`config.mk`:
```
export PLATFORM = sky130hd
export DESIGN_NAME = seed_round_ctrl
export DESIGN_NICKNAME = d
export VERILOG_FILES = /design/src/rtl/seed_pkg.sv /design/src/rtl/seed_phase_counter.sv /design/src/rtl/seed_round_ctrl.sv
export SDC_FILE = /design/constraint.sdc
export NUM_CORES = 1
export LEC_CHECK = 0
export CAP_MARGIN = 20
export CORE_UTILIZATION = 50
export DETAILED_ROUTE_END_ITERATION = 12
export PLACE_DENSITY = 0.77
export SYNTH_ARGS = -nofsm -noshare
export SYNTH_HDL_FRONTEND = slang
export SYNTH_HIERARCHICAL = 1
export SYNTH_SLANG_ARGS = --single-unit
export TNS_END_PERCENT = 50
```
`constraint.sdc`:
```
create_clock -name clk -period 2.2 [get_ports clk]
set_clock_uncertainty 0.05 [all_clocks]
set_input_delay 0.22 -clock clk [delete_from_list [all_inputs] [get_ports clk]]
set_output_delay 0.22 -clock clk [all_outputs]
set_load 0.02 [all_outputs]
```
`src/rtl/seed_pkg.sv`:
```
// Shared definitions for the SEED round sequencer: FSM states, round limits,
// mode encodings and the round-index endpoints for each direction.
package seed_pkg;

    typedef enum logic [1:0] {
        ST_IDLE = 2'd0,
        ST_LOAD = 2'd1,
        ST_RUN  = 2'd2,
        ST_DONE = 2'd3
    } seed_state_e;

    localparam int SEED_ROUNDS_MAX = 16;

    localparam logic MODE_ENC = 1'b0;
    localparam logic MODE_DEC = 1'b1;

    // Decryption walks the key schedule backwards, so the endpoints swap.
    function automatic logic [3:0] seed_first_idx(input logic mode_i, input int rounds);
        if (mode_i == MODE_DEC) begin
            return 4'(rounds - 1);
        end else begin
            return 4'd0;
        end
    endfunction

    function automatic logic [3:0] seed_last_idx(input logic mode_i, input int rounds);
        if (mode_i == MODE_DEC) begin
            return 4'd0;
        end else begin
            return 4'(rounds - 1);
        end
    endfunction

endpackage

```
`src/rtl/seed_phase_counter.sv`:
```
// Modulo-STEP_CYCLES sub-cycle counter with a registered terminal-count strobe.
// tc_force_i lets the sequencer raise the strobe outside the counting window.
module seed_phase_counter #(
    parameter int STEP_CYCLES = 4
) (
    input  logic       clk,
    input  logic       reset,
    input  logic       en_i,
    input  logic       clr_i,
    input  logic       adv_i,
    input  logic       tc_en_i,
    input  logic       tc_force_i,
    output logic [3:0] count_o,
    output logic       tc_o
);

    localparam logic [3:0] LAST = 4'(STEP_CYCLES - 1);

    logic [3:0] count_q;
    logic [3:0] count_d;
    logic       tc_q;

    always_comb begin
        count_d = count_q;
        if (clr_i) begin
            count_d = 4'd0;
        end else if (adv_i) begin
            if (count_q == LAST) begin
                count_d = 4'd0;
            end else begin
                count_d = count_q + 4'd1;
            end
        end else begin
            count_d = count_q;
        end
    end

    // The strobe is computed from the next count so it lines up with the phase it marks.
    always_ff @(posedge clk) begin
        if (reset) begin
            count_q <= 4'd0;
            tc_q    <= 1'b0;
        end else if (en_i) begin
            count_q <= count_d;
            tc_q    <= tc_force_i | (tc_en_i & (count_d == LAST));
        end else begin
            count_q <= count_q;
            tc_q    <= tc_q;
        end
    end

    assign count_o = count_q;
    assign tc_o    = tc_q;

endmodule

```
`src/rtl/seed_round_ctrl.sv`:
```
// SEED round sequencer: turns one go request into ROUNDS x STEP_CYCLES enabled cycles.
// Define SEED_ROUND_CTRL_DECRYPT_EN to honour the mode input (descending rounds).
module seed_round_ctrl
    import seed_pkg::*;
#(
    parameter int ROUNDS      = 16,
    parameter int STEP_CYCLES = 4
) (
    input  logic       clk,
    input  logic       reset,
    input  logic       clk_en,
    input  logic       go,
    input  logic       mode,
    output logic       start,
    output logic       sync,
    output logic       load,
    output logic [3:0] round_idx,
    output logic [3:0] phase,
    output logic       busy,
    output logic       done
);

    seed_state_e state_q;
    logic [3:0]  round_q;
    logic        start_q;
    logic        load_q;
    logic        busy_q;
    logic        done_q;

    logic [3:0]  round_step_s;
    logic [3:0]  first_idx_s;
    logic [3:0]  last_idx_s;
    logic        sync_s;
    logic        run_last_s;
    logic        ctr_clr_s;
    logic        ctr_adv_s;
    logic        ctr_tc_en_s;
    logic        ctr_force_s;

`ifdef SEED_ROUND_CTRL_DECRYPT_EN
    logic mode_q;

    // Mode is frozen at acceptance so later toggles cannot disturb a run.
    always_ff @(posedge clk) begin
        if (reset) begin
            mode_q <= MODE_ENC;
        end else if (clk_en && (state_q == ST_IDLE) && go) begin
            mode_q <= mode;
        end else begin
            mode_q <= mode_q;
        end
    end

    assign round_step_s = (mode_q == MODE_DEC) ? (round_q - 4'd1) : (round_q + 4'd1);
    assign first_idx_s  = seed_first_idx(mode, ROUNDS);
    assign last_idx_s   = seed_last_idx(mode_q, ROUNDS);
`else
    logic unused_mode_s;

    assign unused_mode_s = mode;
    assign round_step_s  = round_q + 4'd1;
    assign first_idx_s   = 4'd0;
    assign last_idx_s    = 4'(ROUNDS - 1);
`endif

    assign run_last_s = (state_q == ST_RUN) && sync_s && (round_q == last_idx_s);

    // Phase counter steering: held cleared outside RUN, strobe forced for the LOAD capture.
    always_comb begin
        ctr_clr_s   = 1'b1;
        ctr_adv_s   = 1'b0;
        ctr_tc_en_s = 1'b0;
        ctr_force_s = 1'b0;
        case (state_q)
            ST_IDLE: begin
                ctr_force_s = go;
            end
            ST_LOAD: begin
                ctr_tc_en_s = 1'b1;
            end
            ST_RUN: begin
                if (run_last_s) begin
                    ctr_clr_s = 1'b1;
                end else begin
                    ctr_clr_s   = 1'b0;
                    ctr_adv_s   = 1'b1;
                    ctr_tc_en_s = 1'b1;
                end
            end
            ST_DONE: begin
                ctr_clr_s = 1'b1;
            end
            default: begin
                ctr_clr_s = 1'b1;
            end
        endcase
    end

    seed_phase_counter #(
        .STEP_CYCLES(STEP_CYCLES)
    ) u_phase (
        .clk       (clk),
        .reset     (reset),
        .en_i      (clk_en),
        .clr_i     (ctr_clr_s),
        .adv_i     (ctr_adv_s),
        .tc_en_i   (ctr_tc_en_s),
        .tc_force_i(ctr_force_s),
        .count_o   (phase),
        .tc_o      (sync_s)
    );

    // Sequencer FSM with registered strobes and round index.
    always_ff @(posedge clk) begin
        if (reset) begin
            state_q <= ST_IDLE;
            round_q <= 4'd0;
            start_q <= 1'b0;
            load_q  <= 1'b0;
            busy_q  <= 1'b0;
            done_q  <= 1'b0;
        end else if (clk_en) begin
            case (state_q)
                ST_IDLE: begin
                    if (go) begin
                        state_q <= ST_LOAD;
                        round_q <= first_idx_s;
                        start_q <= 1'b1;
                        load_q  <= 1'b1;
                        busy_q  <= 1'b1;
                        done_q  <= 1'b0;
                    end else begin
                        state_q <= ST_IDLE;
                        round_q <= 4'd0;
                        start_q <= 1'b0;
                        load_q  <= 1'b0;
                        busy_q  <= 1'b0;
                        done_q  <= 1'b0;
                    end
                end
                ST_LOAD: begin
                    state_q <= ST_RUN;
                    start_q <= 1'b1;
                    load_q  <= 1'b0;
                    busy_q  <= 1'b1;
                    done_q  <= 1'b0;
                end
                ST_RUN: begin
                    if (run_last_s) begin
                        state_q <= ST_DONE;
                        start_q <= 1'b0;
                        done_q  <= 1'b1;
                    end else if (sync_s) begin
                        round_q <= round_step_s;
                    end else begin
                        round_q <= round_q;
                    end
                end
                ST_DONE: begin
                    state_q <= ST_IDLE;
                    round_q <= 4'd0;
                    start_q <= 1'b0;
                    load_q  <= 1'b0;
                    busy_q  <= 1'b0;
                    done_q  <= 1'b0;
                end
                default: begin
                    state_q <= ST_IDLE;
                    round_q <= 4'd0;
                    start_q <= 1'b0;
                    load_q  <= 1'b0;
                    busy_q  <= 1'b0;
                    done_q  <= 1'b0;
                end
            endcase
        end else begin
            state_q <= state_q;
        end
    end

    assign start     = start_q;
    assign sync      = sync_s;
    assign load      = load_q;
    assign round_idx = round_q;
    assign busy      = busy_q;
    assign done      = done_q;

endmodule

```
==> run metrics <==
register bit total from synthesis 15; WL/cell 13.1 um; I/O pins 18; clock root buffer clkbuf_4; CTS sink cnt 15; largest family of logic cells by synthesized area simple AND/OR/NAND/NOR gates; post-cts hold buffer count 0; EDFF count, synth 0; worst slew pin tran 0.626 ns; FFs w/ async S/R, synth 0; vias in the first global route 714; Initial DRT Pass Iterations 4; max-slew violation count 0; WP data arrival 2.19 ns; antenna violations before repair 0; H-Tree Level Count 1; Yosys warnings 6; clock period minus worst slack 2.06 ns; Max Cap Viol 0; Fmax 0.486 GHz; net count after synthesis 121; post-CTS resize count 0; crit-path leading delay family compound AO/OA/AOI/OAI gates; initial core utilization 0.543; Detailed Route Iter0 Violations 16; CP endpoint kind flip-flop; Detail Placement HPWL 1460 um; clock slew at the register clock pins of the worst setup and hold paths 0.09 ns; Hold Path Class reg2reg; Die Y 45.8 um; Post-Synth Simple-Gate Area 0.248; area occupied by multi-input gates 603 um2; TritonCTS Buffers 3; postcts setup bufs 0; ys flop type dfxtp_1; clk_lat worst skew 0.27 ns; CTS tree done; WS Path Type reg2reg; Relative slew margins 0.579; most frequent cells in the layout clkdlybuf4s50_1 (16), dfxtp_1 (13), a21oi_1 (8), ha_1 (8); Mapped Cells 107; Hold Violations, Final 0; Antenna Nets Post-Route 0; Yosys cell types 36; Final Net Count 143; synthesized-area fraction occupied by adder cells 0.117; crit path launch type flip-flop; routed vias/inst 5.61; Tcrit/Tclk final 0.936; Post-Syn Area 958 um2; layout cell share with drive strength beyond 1 0.0938; Post-Synth XOR/XNOR Area 0.0183; status finished, final reports clean; WP buf/inv 1; synthesis-to-finish area growth 23.5%; crit-path max FO 8; unrepaired setup endpoints after global routing false; VDD IR max 373 uV; total gr overflow 0; die area 0.00210 mm2; CTS Buffer Depth 2; commonest non-fill, non-tap cell in the layout clkdlybuf4s50_1; multiplexer area fraction after synthesis 0.0418; synthesized area per cell 8.96 um2; first-pass GRT wire length 3190 um; Tot GR Track Use 0.207; core area 0.00176 mm2; # fillers 157; Synth Area in Compound Gates 0.201; GPL Wtd Cong 0.835; pin count of the biggest net entering global routing 12; combined flip-flop and latch cell area 303 um2; WP data required 2.33 ns; Row Count 15; power density over the cells 500 mW/mm2; Worst path max stage delay 0.38 ns; Ant. Diodes 0; slowest CP cell dfxtp_1; Die Width 45.8 um; worst path cell trace ha_1 -> nand4_1 -> nand2_1 -> inv_2 -> a21o_1 -> a2111oi_2 -> nand4bb_1 -> a311oi_1; Seq/Total Area, Yosys 0.313; via count 858; # setup viols final 0; Routed WL 2000 um; leakage power figure 0.000480 uW; Remaining DRCs 0; setup TNS 0 ns; input/output buffers 16; Power Total 592 uW
[through the flow]
stage | instances | hold slack [ns] | instance area (um2) | worst slack [ns] | util
after floorplan | 107 | 0.239 | 958 | 0.0134 | -
after global placement | 149 | 0.391 | 1150 | 0.187 | 0.653
after detailed placement | 149 | 0.405 | 1150 | 0.105 | 0.653
after CTS | 153 | 0.417 | 1180 | 0.0506 | 0.668
after global routing | 153 | 0.439 | 1180 | 0.0162 | 0.671
final | 153 | 0.413 | 1180 | 0.141 | 0.671
[worst paths after layout]
path                             startpoint                        end  slack [ns]  depth (start not counted)
hold reg to reg           load$_SDFFE_PP0P_          load$_SDFFE_PP0P_        0.41                          2
setup / recovery  round_idx[1]$_SDFFE_PP0P_  u_phase/tc_o$_SDFFE_PP0P_        0.14                          8
setup reg to reg  round_idx[1]$_SDFFE_PP0P_  u_phase/tc_o$_SDFFE_PP0P_        0.14                          8
hold / removal            load$_SDFFE_PP0P_          load$_SDFFE_PP0P_        0.41                          2
[cell type report]
type | instances | area share
flip-flops and latches | 15 | 0.256
repair buffers | 20 | 0.161
well taps | 25 | 0.0264
clock buffers | 4 | 0.0222
multi-input cells | 81 | 0.510
inverters | 8 | 0.0254
[where the power goes]
part | switching, uW | leakage, uW | total (uW) | internal [uW]
Sequential | 11.3 | 0.000123 | 296 | 284
Clock | 84.4 | 0.0000150 | 155 | 70.2
Combinational | 77.5 | 0.000342 | 141 | 63.8
[worst reg2reg max path: cells and delay by family, from the launching register on]
kind,cells,cell delay (ns)
AOI/OAI and AO/OA,3,0.78
and+or+nand+nor,3,0.44
DFF,1,0.38
adders and majority gates,1,0.22
buffers and inverters,1,0.09
[cells in the mapped netlist, types with 2 or more instances]
| master | instances | area [um2] |
|---|---|---|
| dfxtp_1 | 15 | 300 |
| ha_1 | 9 | 113 |
| a21oi_1 | 8 | 40.0 |
| inv_1 | 8 | 30.0 |
| nand2_1 | 7 | 26.3 |
| mux2i_1 | 4 | 40.0 |
| nand2b_1 | 4 | 25.0 |
| nand3_1 | 4 | 20.0 |
| nor2_1 | 4 | 15.0 |
| o31ai_1 | 4 | 30.0 |
| nor2b_1 | 3 | 18.8 |
| nor3_1 | 3 | 15.0 |
| o211a_1 | 3 | 30.0 |
| or4_1 | 3 | 22.5 |
| and4_1 | 2 | 17.5 |
| buf_6 | 2 | 22.5 |
| nand4_1 | 2 | 12.5 |
| nor4b_1 | 2 | 17.5 |
| o211ai_1 | 2 | 15.0 |
| xnor2_1 | 2 | 17.5 |
[sequential cells by signal, indices dropped and copies added (netlist names)]
register / count
round_idx: 4
u_phase/count_o: 4
state_q: 2
busy: 1
done: 1
load: 1
start: 1
u_phase/tc_o: 1
[cell families after synthesis]
group / after synthesis
AOI/OAI and AO/OA: 26
adders and majority gates: 9
muxes: 4
xor gates and xnor gates: 2
DFF: 15
and+or+nand+nor: 40
buffers and inverters: 11
[routing by layer]
| metal | global-route usage | vias up | share of wire |
|---|---|---|---|
| li1 | - | 440 | - |
| met4 | 0.0471 | 0 | 0.0085 |
| met5 | 0 | - | 0 |
| met2 | 0.326 | 13 | 0.46 |
| met3 | 0.0476 | 4 | 0.028 |
| met1 | 0.287 | 401 | 0.51 |
(Power assumes the default switching activity.)
